`config.mk`:
```
export PLATFORM = sky130hd
export DESIGN_NAME = r4_input_gather
export DESIGN_NICKNAME = d
export VERILOG_FILES = /design/src/rtl/r4_input_gather.sv
export SDC_FILE = /design/constraint.sdc
export NUM_CORES = 1
export LEC_CHECK = 0
export CORE_MARGIN = 4
export CORE_UTILIZATION = 57
export CTS_BUF_LIST = sky130_fd_sc_hd__clkbuf_4 sky130_fd_sc_hd__clkbuf_8
export DETAILED_ROUTE_END_ITERATION = 10
export PLACE_DENSITY = 0.8
export SLEW_MARGIN = 30
export SYNTH_ARGS = -nofsm -noshare
export SYNTH_HDL_FRONTEND = slang
export SYNTH_SLANG_ARGS = --single-unit
```
`constraint.sdc`:
```
create_clock -name clk -period 2.69 [get_ports clk]
set_input_delay 0.269 -clock clk [delete_from_list [all_inputs] [get_ports clk]]
set_output_delay 0.269 -clock clk [all_outputs]
set_load 0.005 [all_outputs]
```
`src/rtl/r4_input_gather.sv`:
```
// Ping-pong reorder buffer ahead of the first radix-4 stage. It collects a frame of N serial
// samples, then presents groups of four stride-N/4 samples while the other bank fills.
module r4_input_gather #(
    parameter int unsigned N  = 16,
    parameter int unsigned GW = ((N / 4) > 1) ? $clog2(N / 4) : 1
) (
    input  logic          clk,
    input  logic          reset,
    input  logic [31:0]   in_data,
    input  logic          in_valid,
    output logic          in_ready,
    output logic [31:0]   X0r,
    output logic [31:0]   X1r,
    output logic [31:0]   X2r,
    output logic [31:0]   X3r,
    output logic          out_valid,
    input  logic          out_ready,
    output logic [GW-1:0] out_group,
    output logic          out_last
);

    localparam int unsigned DW = 32;
    localparam int unsigned Q  = N / 4;
    localparam int unsigned PW = (N > 1) ? $clog2(N) : 1;

    logic [DW-1:0] mem_q [2][N];

    logic          wr_bank_q, wr_bank_d;
    logic [PW-1:0] wr_ptr_q, wr_ptr_d;
    logic          rd_bank_q, rd_bank_d;
    logic [GW-1:0] rd_group_q, rd_group_d;
    logic [1:0]    full_q, full_d;

    logic          wr_en;
    logic          xfer;
    logic          wr_last;
    logic          rd_last;
    logic [PW-1:0] rd_addr [4];

    // Pointer and flag next-state; a release and a fill always target different banks.
    always_comb begin
        wr_bank_d  = wr_bank_q;
        wr_ptr_d   = wr_ptr_q;
        rd_bank_d  = rd_bank_q;
        rd_group_d = rd_group_q;
        full_d     = full_q;

        wr_en   = in_valid & ~full_q[wr_bank_q];
        xfer    = full_q[rd_bank_q] & out_ready;
        wr_last = (wr_ptr_q == PW'(N - 1));
        rd_last = (rd_group_q == GW'(Q - 1));

        if (xfer) begin
            if (rd_last) begin
                full_d[rd_bank_q] = 1'b0;
                rd_group_d        = '0;
                rd_bank_d         = ~rd_bank_q;
            end else begin
                rd_group_d = rd_group_q + GW'(1);
            end
        end

        if (wr_en) begin
            if (wr_last) begin
                full_d[wr_bank_q] = 1'b1;
                wr_ptr_d          = '0;
                wr_bank_d         = ~wr_bank_q;
            end else begin
                wr_ptr_d = wr_ptr_q + PW'(1);
            end
        end
    end

    always_ff @(posedge clk or negedge reset) begin
        if (!reset) begin
            wr_bank_q  <= 1'b0;
            wr_ptr_q   <= '0;
            rd_bank_q  <= 1'b0;
            rd_group_q <= '0;
            full_q     <= '0;
        end else begin
            wr_bank_q  <= wr_bank_d;
            wr_ptr_q   <= wr_ptr_d;
            rd_bank_q  <= rd_bank_d;
            rd_group_q <= rd_group_d;
            full_q     <= full_d;
        end
    end

    // Sample storage carries no reset; stale contents are never presented.
    always_ff @(posedge clk) begin
        if (wr_en) begin
            mem_q[wr_bank_q][wr_ptr_q] <= in_data;
        end
    end

    always_comb begin
        for (int unsigned k = 0; k < 4; k++) begin
            rd_addr[k] = PW'(rd_group_q) + PW'(k * Q);
        end
    end

    assign in_ready  = ~full_q[wr_bank_q];
    assign out_valid = full_q[rd_bank_q];
    assign out_group = rd_group_q;
    assign out_last  = rd_last & full_q[rd_bank_q];

    assign X0r = mem_q[rd_bank_q][rd_addr[0]];
    assign X1r = mem_q[rd_bank_q][rd_addr[1]];
    assign X2r = mem_q[rd_bank_q][rd_addr[2]];
    assign X3r = mem_q[rd_bank_q][rd_addr[3]];

endmodule

```
==> results of run 1 <==
[where the power goes]
group          switching [mW]  total (mW)  internal, mW
combinational            6.85        15.8          8.94
sequential              0.361        19.1          18.7
clock                    5.78        12.2          6.42
total                    13.0        47.1          34.1
[layout make-up]
type | count | area (um2) | area share, %
diodes | 1 | 2.50 | 0.00522
clock buffers | 217 | 2680 | 5.59
clock inverters | 57 | 267 | 0.556
inverters | 2 | 7.51 | 0.0157
multi-input cells | 462 | 8310 | 17.3
flip-flops and latches | 1034 | 31000 | 64.7
well taps | 873 | 1090 | 2.28
repair buffers | 394 | 4570 | 9.53
[registers in the layout, indices dropped and copies added (netlist names)]
signal	cells
wr_ptr_q	4
out_group	2
mem_q	1024
rd_bank_q	1
wr_bank_q	1
full_q	2
[through the flow]
step | setup slack, ps | setup TNS, ps | hold slack (ps) | util (%) | cells
finish | -447 | -36950 | 244 | 70.9 | 3040
detailed placement | 180 | 0 | 509 | 63.8 | 2642
global placement | 188 | 0 | 501 | 63.8 | 2642
floorplan | -288 | -285910 | -26.6 | - | 1574
global route | -520 | -47390 | 197 | 70.9 | 3039
CTS | -648 | -64840 | 133 | 68.7 | 2937
[synthesized netlist by cell type, types with 2 or more instances]
cell type  count  area [um2]
nand2_1        6        22.5
o21ai_0        2        10.0
dfrtp_1       10         250
nand3b_1       2        15.0
nand3_1        9        45.0
buf_1         14        52.6
inv_1          2        7.51
xnor2_1        3        26.3
mux2_2       131        1480
edfxtp_1    1024       30700
nor2_1        35         131
buf_6         22         248
clkbuf_1      26        97.6
mux4_2       256        5770
buf_2         13        65.1
mux2_1         2        22.5
ha_1           5        62.6
[layer usage]
| layer | global-route usage, % | up-vias | part of all wire (%) |
|---|---|---|---|
| met4 | 6.22 | 4 | 2.1 |
| met2 | 38.5 | 1015 | 50 |
| met1 | 33.5 | 9967 | 38 |
| met5 | 0 | - | 0.042 |
| li1 | - | 7714 | - |
| met3 | 5.79 | 125 | 9.2 |
[critical path: stages (launching register included)]
cell and delay [ps]:
dfrtp_4 520, buf_12 160, buf_12 150, buf_12 130
buf_16 130, buf_4 140, mux4_2 420, mux2_4 310
clkbuf_2 120
[worst paths after layout]
kind / from / endpoint / cells past startpoint
min in group asynchronous: reset / out_group[1]$_DFFE_PN0N_ / 2
min reg2reg: full_q[1]$_DFF_PN0_ / full_q[1]$_DFF_PN0_ / 2
min: out_ready / rd_bank_q$_DFFE_PN0P_ / 3
max in group asynchronous: reset / wr_bank_q$_DFFE_PN0P_ / 2
max reg2reg: wr_bank_q$_DFFE_PN0P_ / mem_q[0][21]$_DFFE_PP_ / 5
max: rd_bank_q$_DFFE_PN0P_ / X0r[29] / 8
[kinds of logic (layout without fill, tap and decap cells)]
group / Yosys count / after routing
adders and majority gates: 5 / 5
AOI/OAI and AO/OA: 5 / 5
xor gates and xnor gates: 3 / 3
and+or+nand+nor: 59 / 59
other: 0 / 1
buffers and inverters: 78 / 670
muxes: 390 / 390
DFF: 1034 / 1034
[what timing repair did]
action	4_1_cts	5_1_grt
endpoints found under the setup margin	133	132
buffers inserted	17	89
pin swaps	0	0
resized for setup	148	422
hold endpoints to repair	10	0
gates cloned	3	15
hold buffers	1	0
==> results.md, run 1 <==
* Adder-cell area share of the yosys netlist at less than 1%
* Post-synthesis async set-or-reset flop share at less than 1%
* Run status: finished with violations
* Number of CTS-inserted buffers at 157
* Mean Syn Cell Area at roughly 25 um2
* Unrepaired setup endpoints after global routing: yes
* Drt first-iter violations at 2,155
* Power density relative to cell area at ~980 mW/mm2
* Final period demand of the worst path at ~3100 ps
* Total routing resource utilization after global routing at around a quarter
* Final Hold Violating Endpoints at 0
* Synth Register Bits at 1,034
* Most used cells in the layout excluding fill and tap cells: edfxtp_1, mux4_2, clkbuf_8
* Max transition margin at 59.8%
* Leakage power at 15.9 nW
* Setup slack, reg-to-reg at around 600 ps
* I/O pin count at 169
* Number of max-slew violations in the final report at 0
* IR Drop Worst-Case VDD at roughly 0.48 mV
* Highest clock frequency the design can meet at 319 MHz
* Mapped cell area at 0.0391 mm2
* Clock tree from TritonCTS: built
* Setup skew after layout at 28.5 ps
* Filler instances at ~3,700
* Crit path DAT at 2870 ps
* Length of the first detailed-routing pass in iterations at 5
* Cell count after synthesis at around 1,600
* Type of origin of the critical path: register
* Parity-gate share of the synthesized area counting xor and xnor cells at less than 1%
* Number of flops mapped to enable cells by yosys at roughly 1,000
* Number of rows in the core area at 95
* Portion of netlist area occupied by mux cells at ~19%
* Main flop type after synthesis: edfxtp_1
* Overall die area at between 0.07 and 0.08 mm2
* Source-to-sink clock delay at the later pin of the worst-skew pair at 780 ps
* Violations in the final reports: negative setup slack
* First-pass GRT wire length at 127,000 um
* Initial antenna violation count at 4
* Maximum number of pins on one net before global-route repair at 47
* Count of buffers from port buffering at approximately 170
* Worst Slack Setup Final at -447 ps
* Max-cap violations at 0
* Detailed placer's ending HPWL at between 40,000 and 50,000 um
* Setup Viol. Count Final at between 100 and 150
* Post-DR wirelength/cell at just under 30 um
* Post-route DRC at 0
* Distinct cell type count of the synthesized netlist at 29
* WL final at around 90,000 um
* Initial cell density of the core at between 50% and 60%
* Final Power at approximately 47 mW
* Fraction of final layout cells sized beyond drive strength 1 at 46.6%
* Clock root buffer master: clkbuf_8
* Clock-pin slew reported for the worst setup and hold paths after clock tree synthesis at about 60 ps
* Via count normalized by instance count at slightly above 6
* Vertical die dimension at 270 um
* Post-synthesis share of cell area spent on and, or, nand and nor gates at less than 1%
* Critical-path maximum fanout at 7
* Hold/Removal Path Class: in -> reg
* Maximum level of the CTS H-tree at 4
* Area growth from synthesis to layout at 22.5%
* Setup crit end kind: output pin
* Data required time at the worst endpoint at roughly 2400 ps
* Total congestion overflow after global routing at 0
* Area of all placed cells without fillers at ~0.048 mm2
* Core outline area at 0.0676 mm2
* Transition time at the pin with the least slew margin at approximately 600 ps
* Routability congestion estimate from global placement at roughly 0.7
* Setup Crit Path Kind: reg -> out
* Main combinational cell family by area after synthesis: multiplexers
* Clk sinks at 1,034
* Post-layout nets at roughly 2,100
* Portion of the clock cycle consumed by the worst path in the final layout at 117%
* Placement Cell Area at roughly 0.043 mm2
* Sequential fraction of the synthesis area at about four fifths
* Number of antenna-violating nets in the routed design at 0
* Fraction of the mapped netlist area in compound gates at less than 1%
* Maximum root-to-sink buffer count at 3
* Total via count after detailed routing at 18,800
* Number of global-route vias before repair at between 15,000 and 20,000
* Most common library cell in the layout ignoring fill and taps: edfxtp_1
* Width of the die at approximately 270 um
* Syn_nets at between 1,500 and 2,000
* Syn. warnings at 0
No activity file was read; power rests on OpenSTA's default activity.
==> inputs of run 2 (changes only) <==
CORE_UTILIZATION = 40   (was 57)
PLACE_DENSITY = 0.6   (was 0.8)
TNS_END_PERCENT = 50   (was not set)
==> run 2 against run 1 <==
Against the previous run: sequential cell count unchanged; die area increased by 41%; sequential power about the same; largest cell class unchanged; maximum frequency decreased by 0.60%; utilization decreased by 20 points; critical path depth unchanged; non-clock buffer count increased by 11; the run still ends with negative setup slack left; sequential share of layout area decreased by 1.5 points; total power increased by 2.8%; count of clock-buffer cells in the layout increased by 15; global-route usage decreased by 6.1 points; critical path type unchanged.
==> results.md, run 2 (same netlist as run 1, synthesis figures left out) <==
* Number of global-route vias before repair at 19,200 (-0.58%)
* Hold WS at 216 ps (-28.0 ps)
* Place WS at 141 ps (-38.7 ps)
* Violations in the final reports: negative setup slack
* Critical-path maximum fanout at 7 (unchanged)
* Fraction of final layout cells sized beyond drive strength 1 at 47.1% (+0.51 points)
* Maximum number of pins on one net before global-route repair at 43 (-8.5%)
* Worst Slack Setup Final at -466 ps (-19.0 ps)
* Most used cells in the layout excluding fill and tap cells: edfxtp_1, mux4_2, clkbuf_8
* Total congestion overflow after global routing at 0 (unchanged)
* Critical Path End: X1r[23]
* Logic gate share of total power at 33.4% (about the same)
* Power density relative to cell area at 986 mW/mm2 (+0.41%)
* Number of flip-flops under the largest register name at 1,024 (unchanged)
* Setup skew after layout at 25.9 ps (-2.59 ps)
* P_sw at 13.3 mW (+2.3%)
* Endpoint of the worst register-to-register path: mem_q[1][155]$_DFFE_PP_
* Clock-pin slew reported for the worst setup and hold paths after clock tree synthesis at 60 ps (about the same)
* Hold/Removal Path Class: in -> reg
* Clk sinks at 1,034 (unchanged)
* Post-DR wirelength/cell at 27.1 um (-8.9%)
* Clock tree from TritonCTS: built
* Setup TNS at -41,140 ps (-4190 ps)
* Number of max-slew violations in the final report at 0 (unchanged)
* Maximum root-to-sink buffer count at 3 (unchanged)
* Total routing resource utilization after global routing at 17.8% (-6.1 points)
* Transition time at the pin with the least slew margin at 726 ps (+126 ps)
* Max transition margin at 51.4% (-8.4 points)
* Area growth from synthesis to layout at 25.4%
* Area of all placed cells without fillers at 0.0491 mm2 (+2.4%)
* Largest registers: mem_q: 1024 flops, wr_ptr_q: 4 flops
* Cell count after placement at 3,049 (+15%)
* Width of the die at 321 um (+19%)
* Initial antenna violation count at 7 (+3)
* Via count normalized by instance count at 5.27 (-15%)
* Core outline area at 0.0969 mm2 (+43%)
* Setup Viol. Count Final at 128 (-0.78%)
* Detailed-routed wire length on met3 at 5720 um (-31%)
* Met1 wire length at 39,700 um (+15%)
* Sw frac at 27.5% (-0.13 points)
* Setup crit start: rd_bank_q$_DFFE_PN0P_
* Setup slack, reg-to-reg at 670 ps (+70 ps)
* Leakage power at 16.3 nW (+2.5%)
* Unrepaired setup endpoints after global routing: yes
* Cells along the critical path: buf_12, clkbuf_16, buf_12, clkbuf_16, buf_8, mux4_2, mux2_4, buf_6
* Sequential group share of total power at 39.3% (-1.2 points)
* Final period demand of the worst path at 3160 ps (+19.0 ps)
* Run status: finished with violations
* Source-to-sink clock delay at the later pin of the worst-skew pair at 810 ps (+30 ps)
* Maximum level of the CTS H-tree at 4 (unchanged)
* Clock network power share at 27.3% (+1.4 points)
* Vertical die dimension at 321 um (+19%)
* Utilization of the core after routing at 50.7% (-20 points)
* Final Power at 48.4 mW (+2.8%)
* WL met2 at 47,600 um (+4.4%)
* Final Hold Violating Endpoints at 0 (unchanged)
* Placement Cell Area at 0.0437 mm2 (+1.4%)
* Post-route DRC at 0 (unchanged)
* Slowest cell on the critical path: dfrtp_4
* IR Drop Worst-Case VDD at 0.473 mV (-2.4%)
* Total via count after detailed routing at 18,400 (-2.4%)
* Largest stage delay, worst path at 500 ps (-20 ps)
* Overall die area at 0.103 mm2 (+41%)
* Startpoint of the lowest-slack register-to-register path: wr_bank_q$_DFFE_PN0P_
* Detailed placer's ending HPWL at 48,500 um (+10%)
* Crit path DAT at 2890 ps (+20 ps)
* WL final at 94,500 um (+4.5%)
* Count of cells along the worst register-to-register path at 5 (unchanged)
* Filler instances at 7,578 (+110%)
* Portion of the clock cycle consumed by the worst path in the final layout at 117% (+0.71 points)
* Number of rows in the core area at 114 (+20%)
* Routability congestion estimate from global placement at 0.736 (+2.5%)
* Number of non-filler instances in the completed layout at 3,488 (+15%)
* Setup Crit Path Kind: reg -> out
* Cell-internal power at 35.1 mW (+3.0%)
* Count of buffers from port buffering at 168 (unchanged)
* Setup crit end kind: output pin
* Length of the first detailed-routing pass in iterations at 5 (unchanged)
* Highest Signal Layer: met5
* Number of antenna-violating nets in the routed design at 0 (unchanged)
* Type of origin of the critical path: register
* Max-cap violations at 0 (unchanged)
* Largest Register: mem_q
* Drt first-iter violations at 1,717 (-20%)
* Highest clock frequency the design can meet at 317 MHz (-0.60%)
* I/O pin count at 169 (unchanged)
* Number of CTS-inserted buffers at 166 (+5.7%)
* Data required time at the worst endpoint at 2420 ps (about the same)
* Most common library cell in the layout ignoring fill and taps: edfxtp_1
* First-pass GRT wire length at 131,000 um (+3.4%)
* Post-layout nets at 2,112 (+0.96%)
* Initial cell density of the core at 40.4% (-17 points)
* Clock root buffer master: clkbuf_8
run 2: changes by cell type in the layout (fill, tap and decap cells not counted), sizes merged:
cell / change
buf: +8
bufbuf: -1
bufinv: +5
clkbuf: +10
clkdlybuf4s15: -3
clkdlybuf4s50: -2
clkinv: -1
clkinvlp: +2
diode: +7
dlymetal6s2s: +14
inv: +6
run 2: how the worst min path moves through the flow:
stage | start | end | slack (ps) | depth (start not counted)
after floorplan | reset | full_q[0]$_DFF_PN0_ | -30 | 0
after global placement | full_q[1]$_DFF_PN0_ | full_q[1]$_DFF_PN0_ | 510 | 2
after detailed placement | full_q[1]$_DFF_PN0_ | full_q[1]$_DFF_PN0_ | 520 | 2
final | out_ready | rd_bank_q$_DFFE_PN0P_ | 220 | 3
after CTS | out_ready | rd_bank_q$_DFFE_PN0P_ | 110 | 3
after global routing | out_ready | rd_bank_q$_DFFE_PN0P_ | 200 | 3
run 2: cell type report:
| cell class | count | area (um2) | share of cell area, % |
|---|---|---|---|
| Antenna cell | 8 | 20.0 | 0.0408 |
| Clock buffer | 232 | 2790 | 5.69 |
| Clock inverter | 69 | 488 | 0.994 |
| Inverter | 2 | 7.51 | 0.0153 |
| Multi-Input combinational cell | 462 | 8310 | 16.9 |
| Sequential cell | 1034 | 31000 | 63.2 |
| Tap cell | 1276 | 1600 | 3.25 |
| Timing Repair Buffer | 405 | 4870 | 9.91 |
run 2: layer usage:
layer | GRT usage, % | vias up
met5 | 0 | -
met4 | 4.52 | 2
met1 | 24.2 | 9933
met3 | 4.15 | 111
met2 | 29.3 | 530
li1 | - | 7789
run 2: critical path, delay by kind of cell, from the launching register on:
| family | cells | cell delay [ps] |
|---|---|---|
| flops | 1 | 500 |
| mux | 2 | 700 |
| buf+inv | 6 | 870 |
run 2: what timing repair did:
item | in CTS | in global routing
hold buffers | 1 | 0
gates resized for setup | 139 | 422
gates cloned | 0 | 21
endpoints found under the setup margin | 131 | 131
endpoints found under the hold margin | 10 | 0
setup buffers | 7 | 101
pin swaps | 0 | 0
run 2: power by group through the flow:
stage | sequential, mW | clock (mW) | combinational [mW]
after global placement | 19.3 | 0 | 13.9
after global routing | 19.1 | 14.4 | 17.2
after detailed placement | 19.3 | 0 | 14.0
final | 19.0 | 13.2 | 16.2
after floorplan | 19.2 | 0 | 7.29
after CTS | 19.0 | 13.6 | 14.3
==> inputs of run 3 (changes only) <==
SLEW_MARGIN = 0   (was 30)
TNS_END_PERCENT = not set   (was 50)
==> run 3 against run 2 <==
Against the previous run: the flow still finishes with violations (negative setup slack); maximum frequency increased by 0.52%; combinational power about the same; die area unchanged; sequential power about the same.
==> results.md, run 3 (same netlist as run 1, synthesis figures left out) <==
* Post-DR wirelength/cell at 27.3 um (+0.55%)
* Clock root buffer master: clkbuf_8
* Portion of the clock cycle consumed by the worst path in the final layout at 117% (-0.60 points)
* Setup skew after layout at 25.5 ps (-0.377 ps)
* Total congestion overflow after global routing at 0 (unchanged)
* I/O pin count at 169 (unchanged)
* Worst Slack Setup Final at -449 ps (+16.2 ps)
* Data required time at the worst endpoint at 2420 ps (about the same)
* Place WS at 141 ps (unchanged)
* Area of all placed cells without fillers at 0.0492 mm2 (+0.30%)
* WL final at 95,100 um (+0.61%)
* Area growth from synthesis to layout at 25.8%
* Placement Cell Area at 0.0437 mm2 (unchanged)
* Final Power at 48.8 mW (+0.82%)
* Initial cell density of the core at 40.4% (unchanged)
* Power density relative to cell area at 991 mW/mm2 (+0.52%)
* Number of CTS-inserted buffers at 166 (unchanged)
* Maximum level of the CTS H-tree at 4 (unchanged)
* Drt first-iter violations at 1,792 (+4.4%)
* Count of buffers from port buffering at 168 (unchanged)
* Vertical die dimension at 321 um (unchanged)
* Type of origin of the critical path: register
* Clock-pin slew reported for the worst setup and hold paths after clock tree synthesis at 60 ps (about the same)
* Setup crit end kind: output pin
* Leakage power at 16.3 nW (-0.18%)
* Total routing resource utilization after global routing at 17.8% (+0.051 points)
* Clock tree from TritonCTS: built
* Core outline area at 0.0969 mm2 (unchanged)
* Run status: finished with violations
* Final Hold Violating Endpoints at 0 (unchanged)
* Length of the first detailed-routing pass in iterations at 5 (unchanged)
* Cell count after placement at 3,049 (unchanged)
* Overall die area at 0.103 mm2 (unchanged)
* Setup TNS at -42,830 ps (-1690 ps)
* Max transition margin at 52.2% (+0.73 points)
* Largest registers: mem_q: 1024 flops, wr_ptr_q: 4 flops
* Largest Register: mem_q
* Post-layout nets at 2,118 (+0.28%)
* Source-to-sink clock delay at the later pin of the worst-skew pair at 810 ps (about the same)
* Number of flip-flops under the largest register name at 1,024 (unchanged)
* Fraction of final layout cells sized beyond drive strength 1 at 47.1% (+0.053 points)
* Max-cap violations at 0 (unchanged)
* Number of non-filler instances in the completed layout at 3,490 (+0.057%)
* Utilization of the core after routing at 50.8% (+0.15 points)
* Clk sinks at 1,034 (unchanged)
* Critical-path maximum fanout at 7 (unchanged)
* Routability congestion estimate from global placement at 0.736 (unchanged)
* Most common library cell in the layout ignoring fill and taps: edfxtp_1
* Detailed placer's ending HPWL at 48,500 um (unchanged)
* Count of cells along the worst register-to-register path at 5 (unchanged)
* Initial antenna violation count at 7 (unchanged)
* Total via count after detailed routing at 18,600 (+1.5%)
* Number of rows in the core area at 114 (unchanged)
* First-pass GRT wire length at 131,000 um (+0.23%)
* Highest clock frequency the design can meet at 319 MHz (+0.52%)
* Hold/Removal Path Class: in -> reg
* Number of cells on the worst hold path at 3 (unchanged)
* Unrepaired setup endpoints after global routing: yes
* Maximum number of pins on one net before global-route repair at 43 (unchanged)
* Transition time at the pin with the least slew margin at 715 ps (-10.9 ps)
* IR Drop Worst-Case VDD at 0.471 mV (-0.39%)
* Number of global-route vias before repair at 19,200 (+0.11%)
* Via count normalized by instance count at 5.34 (+1.5%)
* Final period demand of the worst path at 3140 ps (-16.2 ps)
* Width of the die at 321 um (unchanged)
* Hold WS at 191 ps (-24.2 ps)
* Violations in the final reports: negative setup slack
* Maximum root-to-sink buffer count at 3 (unchanged)
* Crit path DAT at 2870 ps (-20 ps)
* Setup Viol. Count Final at 129 (+0.78%)
* Most used cells in the layout excluding fill and tap cells: edfxtp_1, mux4_2, clkbuf_8
* Post-route DRC at 0 (unchanged)
* Number of antenna-violating nets in the routed design at 0 (unchanged)
* Filler instances at 7,549 (-0.38%)
* Setup Crit Path Kind: reg -> out
* Number of max-slew violations in the final report at 0 (unchanged)
==> run 3: layout make-up <==
type	instances	area (um2)	area share [%]
Sequential cell	1034	31000	63.0
Multi-Input combinational cell	462	8300	16.9
Timing Repair Buffer	411	5030	10.2
Clock buffer	232	2790	5.67
Tap cell	1276	1600	3.24
Clock inverter	69	488	0.991
Antenna cell	4	10.0	0.0203
Inverter	2	7.51	0.0152
==> run 3: timing repair <==
item / 4_1_cts / 5_1_grt
hold endpoints to repair: 10 / 0
setup buffers: 9 / 101
resized for setup: 129 / 431
setup endpoints to repair: 131 / 131
hold buffers: 1 / 0
cloned: 1 / 26
==> run 3: routing by layer <==
layer | vias up | part of all wire, % | track usage (%) | routed length (um)
met1 | 10200 | 42 | 24.3 | 40300
met4 | 2 | 1.6 | 4.52 | 1530
met2 | 579 | 50 | 29.4 | 47600
li1 | 7802 | - | - | -
met5 | - | 0.014 | 0 | 13
met3 | 108 | 5.9 | 4.07 | 5600
==> run 3: worst paths after layout <==
path / from / end / slack, ps
worst max-delay path: rd_bank_q$_DFFE_PN0P_ / X2r[15] / -450
worst min-delay path: out_ready / rd_bank_q$_DFFE_PN0P_ / 190
worst max register to register: wr_bank_q$_DFFE_PN0P_ / mem_q[1][155]$_DFFE_PP_ / 620
worst min register to register: full_q[1]$_DFF_PN0_ / full_q[1]$_DFF_PN0_ / 630
max in group asynchronous: reset / rd_bank_q$_DFFE_PN0P_ / 1720
min in group asynchronous: reset / out_group[1]$_DFFE_PN0N_ / 440
==> run 3: report_power, final <==
group          internal, mW  switching [mW]  total [mW]
Sequential             18.7           0.305        19.0
Combinational          9.43            7.10        16.5
Clock                  7.22            6.02        13.2
==> run 3: critical path, cell delays in order, from the launching register on <==
cell and delay (ps):
dfrtp_4 520, buf_12 160, clkbuf_16 170, buf_16 140, buf_8 110, buf_6 110, mux4_2 410, mux2_4 320
buf_6 120
